## src/rtl/cpu_boot_loader_pkg.sv

```systemverilog
// Shared definitions for the CPU boot loader: FSM state encoding,
// default memory map / run-length constants and the address helper.
package cpu_boot_defs;

  typedef enum logic [2:0] {
    ST_IDLE    = 3'd0,
    ST_HDR     = 3'd1,
    ST_LOAD    = 3'd2,
    ST_RELEASE = 3'd3,
    ST_RUN     = 3'd4,
    ST_HALT    = 3'd5,
    ST_ERR     = 3'd6
  } boot_state_t;

  localparam logic [31:0] DEFAULT_TEXT_BASE  = 32'h0000_3000;
  localparam int          DEFAULT_IMEM_DEPTH = 1024;
  localparam int          DEFAULT_RUN_CYCLES = 40;

  // Byte address of instruction word 'index' relative to 'base'; wraps at 32 bits.
  function automatic logic [31:0] word_byte_addr(input logic [31:0] base,
                                                 input logic [31:0] index);
    return base + (index << 2);
  endfunction

endpackage

```

## src/rtl/cpu_boot_loader_word_packer.sv

```systemverilog
// Assembles an MSB-first byte stream into 32-bit words. The completed word
// and its valid strobe are presented combinationally in the same cycle as the
// fourth byte, so the caller can register them directly into its outputs.
module word_packer (
  input  logic        clk,
  input  logic        rst,
  input  logic        clear,
  input  logic        byte_en,
  input  logic [7:0]  byte_in,
  output logic [31:0] word,
  output logic        word_valid
);

  logic [23:0] shift_q;
  logic [1:0]  count_q;

  // Shift accepted bytes in from the right and count them; clear drops a partial word.
  always_ff @(posedge clk or negedge rst) begin
    if (!rst) begin
      shift_q <= '0;
      count_q <= '0;
    end else if (clear) begin
      shift_q <= '0;
      count_q <= '0;
    end else if (byte_en) begin
      shift_q <= {shift_q[15:0], byte_in};
      count_q <= count_q + 2'd1;
    end
  end

  assign word       = {shift_q, byte_in};
  assign word_valid = byte_en && (count_q == 2'd3);

endmodule

```

## src/rtl/cpu_boot_loader.sv

```systemverilog
// Boot loader for the single-cycle CPU. Receives a word count and that many
// instruction words over a byte stream, writes them to instruction memory
// starting at TEXT_BASE with the CPU held in reset, then releases the CPU for
// exactly RUN_CYCLES enabled clocks and freezes it for inspection.
import cpu_boot_defs::*;

module cpu_boot_loader #(
  parameter logic [31:0] TEXT_BASE  = DEFAULT_TEXT_BASE,
  parameter int          IMEM_DEPTH = DEFAULT_IMEM_DEPTH,
  parameter int          RUN_CYCLES = DEFAULT_RUN_CYCLES
) (
  input  logic        clk,
  input  logic        rst,
  input  logic        start,
  input  logic [7:0]  in_data,
  input  logic        in_valid,
  output logic        in_ready,
  output logic        imem_we,
  output logic [31:0] imem_addr,
  output logic [31:0] imem_wdata,
  output logic        cpu_rst,
  output logic        cpu_clk_en,
  output logic        busy,
  output logic        run_done,
  output logic        err,
  output logic [31:0] cycles
);

  localparam logic [31:0] DEPTH_LIMIT = 32'(IMEM_DEPTH);
  localparam logic [31:0] RUN_LAST    = 32'(RUN_CYCLES - 1);

  boot_state_t state, next_state;

  logic [31:0] n_words;
  logic [31:0] index;
  logic [31:0] word;
  logic        word_valid;
  logic        byte_en;
  logic        last_word;
  logic        packer_clear;

  logic in_ready_d;
  logic imem_we_d;
  logic cpu_rst_d;
  logic cpu_clk_en_d;
  logic busy_d;
  logic run_done_d;
  logic err_d;

  assign byte_en      = in_valid && in_ready;
  assign last_word    = (index == n_words - 32'd1);
  assign packer_clear = (next_state == ST_HDR) && (state != ST_HDR);

  word_packer u_packer (
    .clk        (clk),
    .rst        (rst),
    .clear      (packer_clear),
    .byte_en    (byte_en),
    .byte_in    (in_data),
    .word       (word),
    .word_valid (word_valid)
  );

  // State register.
  always_ff @(posedge clk or negedge rst) begin
    if (!rst) begin
      state <= ST_IDLE;
    end else begin
      state <= next_state;
    end
  end

  // Next-state decode: header check, end-of-load detection and run-length limit.
  always_comb begin
    next_state = state;
    case (state)
      ST_IDLE: begin
        if (start) next_state = ST_HDR;
      end
      ST_HDR: begin
        if (word_valid) begin
          if (word == 32'd0)            next_state = ST_RELEASE;
          else if (word > DEPTH_LIMIT)  next_state = ST_ERR;
          else                          next_state = ST_LOAD;
        end
      end
      ST_LOAD: begin
        if (imem_we && last_word) next_state = ST_RELEASE;
      end
      ST_RELEASE: begin
        next_state = ST_RUN;
      end
      ST_RUN: begin
        if (cycles == RUN_LAST) next_state = ST_HALT;
      end
      ST_HALT, ST_ERR: begin
        if (start) next_state = ST_HDR;
      end
      default: begin
        next_state = ST_IDLE;
      end
    endcase
  end

  // Output decode from the upcoming state; the last word's write cycle stops taking bytes.
  always_comb begin
    in_ready_d   = (next_state == ST_HDR) ||
                   ((next_state == ST_LOAD) && !((state == ST_LOAD) && word_valid && last_word));
    imem_we_d    = (state == ST_LOAD) && word_valid;
    cpu_rst_d    = !((next_state == ST_RUN) || (next_state == ST_HALT));
    cpu_clk_en_d = (next_state == ST_RUN);
    busy_d       = (next_state == ST_HDR) || (next_state == ST_LOAD) ||
                   (next_state == ST_RELEASE) || (next_state == ST_RUN);
    run_done_d   = (next_state == ST_HALT);
    err_d        = (next_state == ST_ERR);
  end

  // Output registers; address and data only change when a word is written.
  always_ff @(posedge clk or negedge rst) begin
    if (!rst) begin
      in_ready   <= 1'b0;
      imem_we    <= 1'b0;
      imem_addr  <= TEXT_BASE;
      imem_wdata <= '0;
      cpu_rst    <= 1'b1;
      cpu_clk_en <= 1'b0;
      busy       <= 1'b0;
      run_done   <= 1'b0;
      err        <= 1'b0;
    end else begin
      in_ready   <= in_ready_d;
      imem_we    <= imem_we_d;
      cpu_rst    <= cpu_rst_d;
      cpu_clk_en <= cpu_clk_en_d;
      busy       <= busy_d;
      run_done   <= run_done_d;
      err        <= err_d;
      if (imem_we_d) begin
        imem_addr  <= word_byte_addr(TEXT_BASE, index);
        imem_wdata <= word;
      end
    end
  end

  // Word count latch and write index, advanced once per completed write.
  always_ff @(posedge clk or negedge rst) begin
    if (!rst) begin
      n_words <= '0;
      index   <= '0;
    end else if ((state == ST_HDR) && word_valid) begin
      n_words <= word;
      index   <= '0;
    end else if (imem_we) begin
      index <= index + 32'd1;
    end
  end

  // CPU cycle counter: counts every RUN clock, holds in HALT, clears on a new load.
  always_ff @(posedge clk or negedge rst) begin
    if (!rst) begin
      cycles <= '0;
    end else if (state == ST_RUN) begin
      cycles <= cycles + 32'd1;
    end else if (packer_clear) begin
      cycles <= '0;
    end
  end

endmodule

```

## config.mk

```make
export PLATFORM = sky130hd
export DESIGN_NAME = cpu_boot_loader
export DESIGN_NICKNAME = d
export VERILOG_FILES = /design/src/rtl/cpu_boot_loader_pkg.sv /design/src/rtl/cpu_boot_loader_word_packer.sv /design/src/rtl/cpu_boot_loader.sv
export SDC_FILE = /design/constraint.sdc
export NUM_CORES = 1
export LEC_CHECK = 0
export CAP_MARGIN = 20
export CORE_MARGIN = 4
export CORE_UTILIZATION = 35
export CTS_CLUSTER_SIZE = 40
export DETAILED_ROUTE_END_ITERATION = 12
export PLACE_DENSITY = 0.57
export SETUP_SLACK_MARGIN = 0.05
export SYNTH_ARGS = -nofsm -noshare
export SYNTH_HDL_FRONTEND = slang
export SYNTH_HIERARCHICAL = 1
export SYNTH_SLANG_ARGS = --single-unit
export TNS_END_PERCENT = 20
```

## constraint.sdc

```tcl
create_clock -name clk -period 6.81 [get_ports clk]
set_clock_uncertainty 0.15 [all_clocks]
set_input_delay 1.0215 -clock clk [delete_from_list [all_inputs] [get_ports clk]]
set_output_delay 1.0215 -clock clk [all_outputs]
set_load 0.03 [all_outputs]
```

# Word level (Yosys, flattened, before mapping)
# Cells that the tools add are included.
[totals] reg_bits=196 out_inout_bits=103 elab_cells=73
[classes] n_addsub=5 magnitude_cmp=1 n_eq_ne=16 muxes=15 reduce_logical=21
[ops] op="32-bit two-way mux" count=4
[ops] op="32-bit by 1-bit adder with 32-bit output, second input constant" count=2
[ops] op="24-bit two-way mux" count=2
[ops] op="14-bit by 32-bit adder with 32-bit output, first input constant" count=1
[ops] op="32-bit equality test" count=1
[ops] op="32-bit by 6-bit equality test with 1-bit output, second input constant" count=1
[ops] op="32-bit by 11-bit greater-than comparator with 1-bit output, second input constant" count=1
[ops] op="32-bit logical NOT" count=1
[ops] op="32-bit by 1-bit subtractor with 32-bit output, second input constant" count=1
[ops] op="3-bit equality test, second input constant" count=6
[ops] op="3-bit two-way mux" count=6
[ops] op="3-bit case mux with 5 select lines" count=1
[ops] op="3-bit by 2-bit equality test with 1-bit output, second input constant" count=4
[ops] op="1-bit logical AND" count=8
[ops] op="3-bit by 1-bit equality test with 1-bit output, second input constant" count=2
[ops] op="2-bit nonzero test" count=3
[ops] op="1-bit logical OR" count=5
[ops] op="2-bit two-way mux" count=2
[ops] op="3-bit logical NOT" count=1
[ops] op="3-bit by 1-bit != test with 1-bit output, second input constant" count=1
[ops] op="3-bit OR reduction" count=1
[ops] op="2-bit by 1-bit adder with 2-bit output, second input constant" count=1
[ops] op="2-bit equality test, second input constant" count=1
[ops] op="1-bit logical NOT" count=2

# Depth between registers and ports, before layout
# Gate-level depths: netlist (run 1).
[logic_depth] word_depth=9 mapped_depth=13

# Hierarchy
# Netlist (run 1), hierarchy kept.
[by_module_without_submodules] module="cpu_boot_loader" n_inst=1 cells_per_inst=945 area_each_um2=8695.8 seq_area_each_um2=4207.8
[by_module_without_submodules] module="word_packer" n_inst=1 cells_per_inst=94 area_each_um2=1153.6 seq_area_each_um2=650.6

# Worst setup path before layout (run 1)
# No wires, ideal clock.
[synth_timing] kind="input to register" from="input in_valid" to="register u_packer.shift_q[10]" setup_time_ps=72 t_arrival_ps=3214 t_required_ps=6588 setup_slack_ps=3374 path_stages=13 n_path_buf=5 path_cell_list="and2_1 buf_6 buf_12 and2_1 and2_1 o41ai_1 a211oi_1 nand2b_1 inv_1 clkbuf_1 buf_2 clkbuf_1 nor2_1"
[synth_between] elab_chain_cells=7 elab_cells_between_ends=8
[synth_rtl] item="start, declared" line="cpu_boot_loader.sv:16" text="input logic in_valid,"
[synth_rtl] item="1-bit logical AND *" line="cpu_boot_loader.sv:50" text="assign byte_en = in_valid && in_ready;"
[synth_rtl] item="1-bit logical AND *" line="cpu_boot_loader_word_packer.sv:32" text="assign word_valid = byte_en && (count_q == 2'd3);"
[synth_rtl] item="net word_valid" line="cpu_boot_loader.sv:37" text="logic word_valid;"
[synth_rtl] item="3-bit two-way mux *" line="cpu_boot_loader.sv:81" text="if (word_valid) begin"
[synth_rtl] item="3-bit case mux with 5 select lines *" line="cpu_boot_loader.sv:76" text="case (state)"
[synth_rtl] item="3-bit by 1-bit equality test with 1-bit output *" line="cpu_boot_loader.sv:52" text="assign packer_clear = (next_state == ST_HDR) && (state != ST_HDR);"
[synth_rtl] item="1-bit logical AND *" line="cpu_boot_loader.sv:52"
[synth_rtl] item="net packer_clear" line="cpu_boot_loader.sv:40" text="logic packer_clear;"
[synth_rtl] item="24-bit two-way mux or 2-bit nonzero test (tied branches)"
[synth_rtl] item="end signal, assigned" line="cpu_boot_loader_word_packer.sv:26" text="shift_q <= {shift_q[15:0], byte_in};"
[synth_rtl] item="end, declared" line="cpu_boot_loader_word_packer.sv:14" text="logic [23:0] shift_q;"
# The timed path passes the listed nets; every way through them passes the cells marked *.
# A chain may end at the register's enable or synchronous reset.

# Worst setup path in the final report (run 1)
[layout_timing] from="input in_valid" to="register u_packer.shift_q[21]"
[layout_between] elab_chain_cells=7 elab_cells_between_ends=8
[layout_rtl] item="1-bit logical AND *" line="cpu_boot_loader.sv:50"
[layout_rtl] item="net byte_en" line="cpu_boot_loader.sv:38" text="logic byte_en;"
[layout_rtl] item="1-bit logical AND *" line="cpu_boot_loader_word_packer.sv:32"
[layout_rtl] item="net word_valid" line="cpu_boot_loader.sv:37"
[layout_rtl] item="3-bit two-way mux *" line="cpu_boot_loader.sv:81"
[layout_rtl] item="3-bit case mux with 5 select lines *" line="cpu_boot_loader.sv:76"
[layout_rtl] item="3-bit by 1-bit equality test with 1-bit output *" line="cpu_boot_loader.sv:52"
[layout_rtl] item="1-bit logical AND *" line="cpu_boot_loader.sv:52"
[layout_rtl] item="24-bit two-way mux or 2-bit nonzero test (tied branches)"
# Marks and branches as above.

==> out/qor.csv, run 1 <==
stage;metric;value;unit
outcome;outcome;completed;
yosys;synthMostInstantiatedCell;nand2_1;
yosys;synth_edf_count;0;
clock_tree;cts_resized;0;
clock_tree;cts.clk_slew.worst_paths;80;ps
placed_design;postPlaceCellArea;11200;µm²
die;die_h;176;µm
global_route;grt_usage;16.4;%
placed_design;dpl.hpwl;17600;µm
yosys;ys_ff_latch;194;
worst_setup_path;path_class;in -> reg;
job;drv_cap;0;
finish;nets;1129;
global_route;antenna_found_initial;0;
routing;drt_iter0_drc;487;
finish;fill_cells;2749;
sta;drv_slew;0;
power;irDropWorstVdd;0.195;mV
die;dieWidth;176;µm
power;p_per_area;369;nW/µm²
yosys;yosysTopAreaCellShare;48.5;%
worst_setup_path;worstSetupEndpointType;flop;
routing;ant_nets;0;
sta;max_freq;218;MHz
sta;fin_crit_sh;67.3;%
clock_tree;cts.path.max_buffers;2;
yosys;synth.distinct_cells;71;
routing;wl;25000;µm
sta;slew_headroom;36.3;%
global_route;grt-ovfl-total;0;
yosys;syn_inst;1039;
finish;final_util;42.4;%
clock_tree;clk_latency;440;ps
yosys;synth_commonest_cells;198 x nand2_1, 191 x dfrtp_1, 103 x nor2_1, 59 x xnor2_1, 47 x clkbuf_1;
clock_tree;numCtsBuffers;17;
routing;drt-pass1-iter-count;5;
yosys;syn_area_per_cell;9.48;µm²
clock_tree;post_cts_buffers;0;
sta;finalCriticalPeriod;4580;ps
die;io-pin-count;115;
die;rows;61;
yosys;synth_flop_cell;dfrtp_1;
placed_design;port-buffer-count;112;
global_route;grt_first_pass_wirelength;41600;µm
power;total_power;4.35;mW
placed_design;gp_congestion;0.852;
routing;route.vias.total;7680;
finish;num_antenna_cells;0;
sta;setup_viol;0;
clock_tree;cts_tree;yes;
sta;hold_viol_final;0;
worst_hold_path;min_path_type;reg -> reg;
yosys;yosys_warnings;6;
worst_setup_path;arrival;4790;ps
global_route;grt_pass1_vias;7495;
global_route;grt_max_degree;83;
finish;drive_gt1_share;8.27;%
sta;rsz0062_at_grt;false;
routing;avgViaCountPerCell;5.11;
routing;detail_route.wl_per_cell;16.7;µm
clock_tree;hold_buffers;0;
worst_setup_path;start_kind;input pin;
clock_tree;ctsHtreeMaxLevel;4;
sta;setup_tns;0;ps
die;design.die.area;30900;µm²
worst_setup_path;critPathMaxFanout;27;
yosys;yosysSeqAreaShare;49.3;%
clock_tree;cts_root_buf;clkbuf_16;
finish;syn_to_final_growth;19.7;%
finish;fin_area;11800;µm²
yosys;yosys.area.top_type;dfrtp_1;
yosys;async_flop_share;100;%
die;initial_core_util;35.5;%
routing;drcViolationCount;0;
clock_tree;clock-sinks;194;
power;p_leak;5.05;nW
sta;worst_pin_slew;956;ps
die;core;27800;µm²
yosys;syn_area;9850;µm²
yosys;synth_area_leaders;dfrtp_1 49%, nand2_1 7.5%, xnor2_1 5.2%;
worst_setup_path;worstPathRequired;7020;ps
==> placed cells by master (no fill, tap or decap), types with 3 or more instances in the layout <==
cell type        Yosys  layout
and4_1              12      12
a21oi_1             13      13
or3_1               12      12
nand3b_1             3       3
a31oi_1              3       3
nor2_1             103     103
or4_1                5       5
inv_1               11      11
nand4_1             25      25
buf_4               10       8
nand2_1            198     197
ha_1                 6       6
mux2i_1             30      30
o21ai_0             46      46
nand2b_1             3       3
clkdlybuf4s50_1      0     111
and2_1              10       9
clkbuf_16            0      17
a211oi_1             3       3
mux2_2              33      33
inv_6                0       3
and3_1               8       8
dfrtp_1            191     191
dfstp_2              3       3
nand3_1             43      43
xnor2_1             59      59
inv_8                0       4
xor2_1              42      42
nor3_1              26      26
o31ai_1              5       5
nor4_1              30      30
nor2b_1              5       5
==> metal layers <==
metal  share of wire, %  track usage, %  vias to the layer above
li1                   -               -                     3723
met1                 49            24.3                     3786
met2                 46            25.4                      157
met3                3.7            2.58                       14
met4                1.0            4.06                        0
met5                  0               0                        -
==> logic make-up after synthesis <==
logic type,after synthesis,share of synthesized area (%)
AOI/OAI and AO/OA,95,6.06
xor gates and xnor gates,101,8.98
adders and majority gates,7,0.864
buffers and inverters,80,3.96
DFF,194,49.3
muxes,63,6.82
other,1,0.0381
and+or+nand+nor,498,23.9
==> stage by stage <==
stage                     cells  setup slack (ps)  hold WS, ps
after floorplan            1040              3370          327
after global placement     1470              1870          310
after detailed placement   1470              1750          312
after CTS                  1502              2180          334
after global routing       1502              1850          352
final                      1502              2230          328
==> power by group <==
part	internal, mW	switching, mW
Sequential	1.41	0.507
Clock	0.562	0.495
Combinational	0.647	0.734
==> worst max-delay path, cell delays in order <==
cell	delay (ps)
clkdlybuf4s50_1	490
and2_1	130
buf_4	400
and2_1	250
and2_1	170
o41ai_1	100
a211oi_1	680
nand2b_1	540
inv_1	490
buf_4	370
nor2_1	140
==> sequential cells by signal, summed over array words and instances (netlist names) <==
signal / count
busy: 1
cpu_clk_en: 1
cpu_rst: 1
cycles: 32
err: 1
imem_addr: 30
imem_wdata: 32
imem_we: 1
in_ready: 1
index: 32
n_words: 32
run_done: 1
state: 3
u_packer/count_q: 2
u_packer/shift_q: 24
==> cell type report <==
cell class              instances  area [µm²]  share of cell area, %
well taps                     378         473                   4.01
inverters                      12        45.0                  0.382
repair buffers                120        1180                   10.1
flip-flops and latches        194        4860                   41.2
clock inverters                15         194                   1.65
multi-input cells             766        4610                   39.1
clock buffers                  17         425                   3.61
==> path summary, 6_finish.rpt <==
path                       slack (ps)                    to  cells after the start     startpoint
max                              2230  u_packer/shift_q[21]                     11       in_valid
min                               330         imem_wdata[0]                      2  imem_wdata[0]
max reg2reg                      2930  u_packer/shift_q[21]                     10       in_ready
min reg2reg                       330         imem_wdata[0]                      2  imem_wdata[0]
max in group asynchronous        4730        imem_wdata[25]                      2            rst
min in group asynchronous         410         imem_addr[14]                      1            rst
No activity file was read; power rests on OpenSTA's default activity.
==> inputs of run 2 (changes only) <==
--- a/config.mk
+++ b/config.mk
@@ -10,7 +10,7 @@
 export CORE_UTILIZATION = 35
 export CTS_CLUSTER_SIZE = 40
 export DETAILED_ROUTE_END_ITERATION = 12
-export PLACE_DENSITY = 0.57
+export PLACE_DENSITY = 0.59
 export SETUP_SLACK_MARGIN = 0.05
 export SYNTH_ARGS = -nofsm -noshare
 export SYNTH_HDL_FRONTEND = slang
==> constraint.sdc (replaced) <==
create_clock -name clk -period 3.89 [get_ports clk]
set_clock_uncertainty 0.15 [all_clocks]
set_input_delay 0.5835 -clock clk [delete_from_list [all_inputs] [get_ports clk]]
set_output_delay 0.5835 -clock clk [all_outputs]
set_load 0.03 [all_outputs]
==> run 2 against run 1 <==
  * Clock power rose by 66%
  * Worst hold slack got worse by 250 ps
  * Flip-flop and latch count unchanged
  * Worst setup slack worse by 1600 ps
  * Register-to-register slack got worse by 2300 ps
  * Critical path depth fell by 4
  * Combinational power up 80%
  * Sequential power increased by 75%
  * Non-clock buffer count is 9 higher
  * Via count decreased by 0.57%
  * First-iteration DRC count is 18% lower
  * Largest cell class unchanged
==> out/qor.csv, run 2 (same netlist as run 1, synthesis figures left out) <==
stage;metric;value;unit
outcome;outcome;completed;
global_route;grt_first_pass_wirelength;42100;µm
power;power_frac_comb;32.8;%
job;drv_cap;0;
sta;drv_slew;0;
global_route;grt_usage;16.7;%
routing;wl;25500;µm
clock_tree;cts_tree;yes;
global_route;grt_pass1_vias;7589;
worst_setup_path;arrival;3440;ps
die;die_h;176;µm
sta;rsz0062_at_grt;false;
finish;mostFrequentLayoutCells;197 x nand2_1, 191 x dfrtp_1, 111 x clkdlybuf4s50_1;
global_route;grt-ovfl-total;0;
routing;drt_iter0_drc;397;
placed_design;gp_congestion;0.904;
power;p_sw;3.10;mW
clock_tree;clock-sinks;194;
clock_tree;cts_root_buf;clkbuf_16;
worst_setup_path;critPathMaxFanout;9;
finish;nets;1138;
clock_tree;numCtsBuffers;17;
routing;avgViaCountPerCell;5.05;
worst_setup_path;start_kind;flop;
die;initial_core_util;35.5;%
sta;hold_viol_final;0;
placed_design;port-buffer-count;112;
worst_setup_path;worstPathRequired;4050;ps
finish;syn_to_final_growth;20.3;%
clock_tree;hold_buffers;0;
sta;slew_headroom;45.2;%
routing;route.vias.total;7636;
power;pwr-share-clk;23.2;%
worst_setup_path;crit_start;n_words[2];
routing;detail_route.wl_per_cell;16.9;µm
sta;max_freq;304;MHz
die;dieWidth;176;µm
die;io-pin-count;115;
sta;finalCriticalPeriod;3290;ps
finish;final_cells;1511;
worst_setup_path;worstSetupEndpointType;flop;
power;p_leak;5.08;nW
die;rows;61;
finish;drive_gt1_share;8.91;%
power;p_int;4.50;mW
worst_setup_path;path_class;reg -> reg;
sta;setup_viol;0;
clock_tree;cts.path.max_buffers;2;
die;design.die.area;30900;µm²
finish;final_common_cell;nand2_1;
clock_tree;cts.clk_slew.worst_paths;80;ps
power;total_power;7.60;mW
worst_hold_path;min_path_type;in -> async;
clock_tree;cts_resized;0;
finish;final_util;42.6;%
placed_design;dp_cells;1479;
power;seqPwrFrac;44.0;%
clock_tree;clk_latency;440;ps
die;core;27800;µm²
placed_design;dpl.hpwl;18100;µm
power;p_sw_share;40.8;%
sta;worst_pin_slew;822;ps
global_route;antenna_found_initial;0;
routing;ant_nets;0;
clock_tree;post_cts_buffers;0;
global_route;grt_max_degree;99;
sta;fin_crit_sh;84.5;%
power;irDropWorstVdd;0.305;mV
clock_tree;ctsHtreeMaxLevel;4;
routing;drt-pass1-iter-count;5;
routing;drcViolationCount;0;
power;p_per_area;642;nW/µm²
finish;num_antenna_cells;0;
worst_setup_path;r2r-start;n_words[2];
sta;setup_tns;0;ps
-- run 2: cell count changes in the layout (fill, tap and decap cells not counted), sizes merged --
cell,delta
clkinvlp,+1
clkinv,-2
buf,+9
clkbuf,+1
bufinv,-2
inv,+2
-- run 2: critical path, stage by stage, from the launching register on --
cell and delay (ps):
dfrtp_1 460, nor4_2 730, nand4_1 230, or3_2 460, a211o_1 250, a2111oi_2 350, nand4_1 200, o31a_1 330
-- run 2: through the flow --
step | setup WS [ps] | area (µm²) | hold slack (ps)
2_1_floorplan | 819 | 9850 | 138
3_3_place_gp | 662 | 11300 | 313
3_5_place_dp | 576 | 11300 | 311
4_1_cts | 636 | 11800 | 127
5_1_grt | 373 | 11800 | 145
6_report | 605 | 11800 | 76.9
-- run 2: worst paths after layout --
kind | endpoint | slack, ps | cells after the start
min in group clk | imem_addr[12] | 330 | 2
hold / removal | imem_addr[16] | 80 | 1
hold reg to reg | imem_addr[12] | 330 | 2
setup / recovery | in_ready | 600 | 7
max in group asynchronous | u_packer/shift_q[23] | 2700 | 2
setup reg to reg | in_ready | 600 | 7
-- run 2: power by group through the flow --
stage          sequential (mW)  clock [mW]  combinational [mW]
2_1_floorplan             2.90           0                2.18
3_3_place_gp              3.36           0                2.46
3_5_place_dp              3.38           0                2.48
4_1_cts                   3.34        1.81                2.50
5_1_grt                   3.44        1.90                2.79
6_report                  3.35        1.76                2.49
-- run 2: final cells by class --
cell class,count,area [µm²]
Inverter,12,45.0
Sequential cell,194,4860
Clock buffer,18,429
Multi-Input combinational cell,766,4610
Clock inverter,14,155
Fill cell,2765,15900
Timing Repair Buffer,129,1280
Tap cell,378,473
-- run 2: metal layers --
metal	global-route usage [%]	part of all wire (%)	up-vias
met2	26.4	47	146
li1	-	-	3726
met3	2.17	3.0	22
met5	0	0	-
met4	4.52	1.3	0
met1	24.2	49	3742
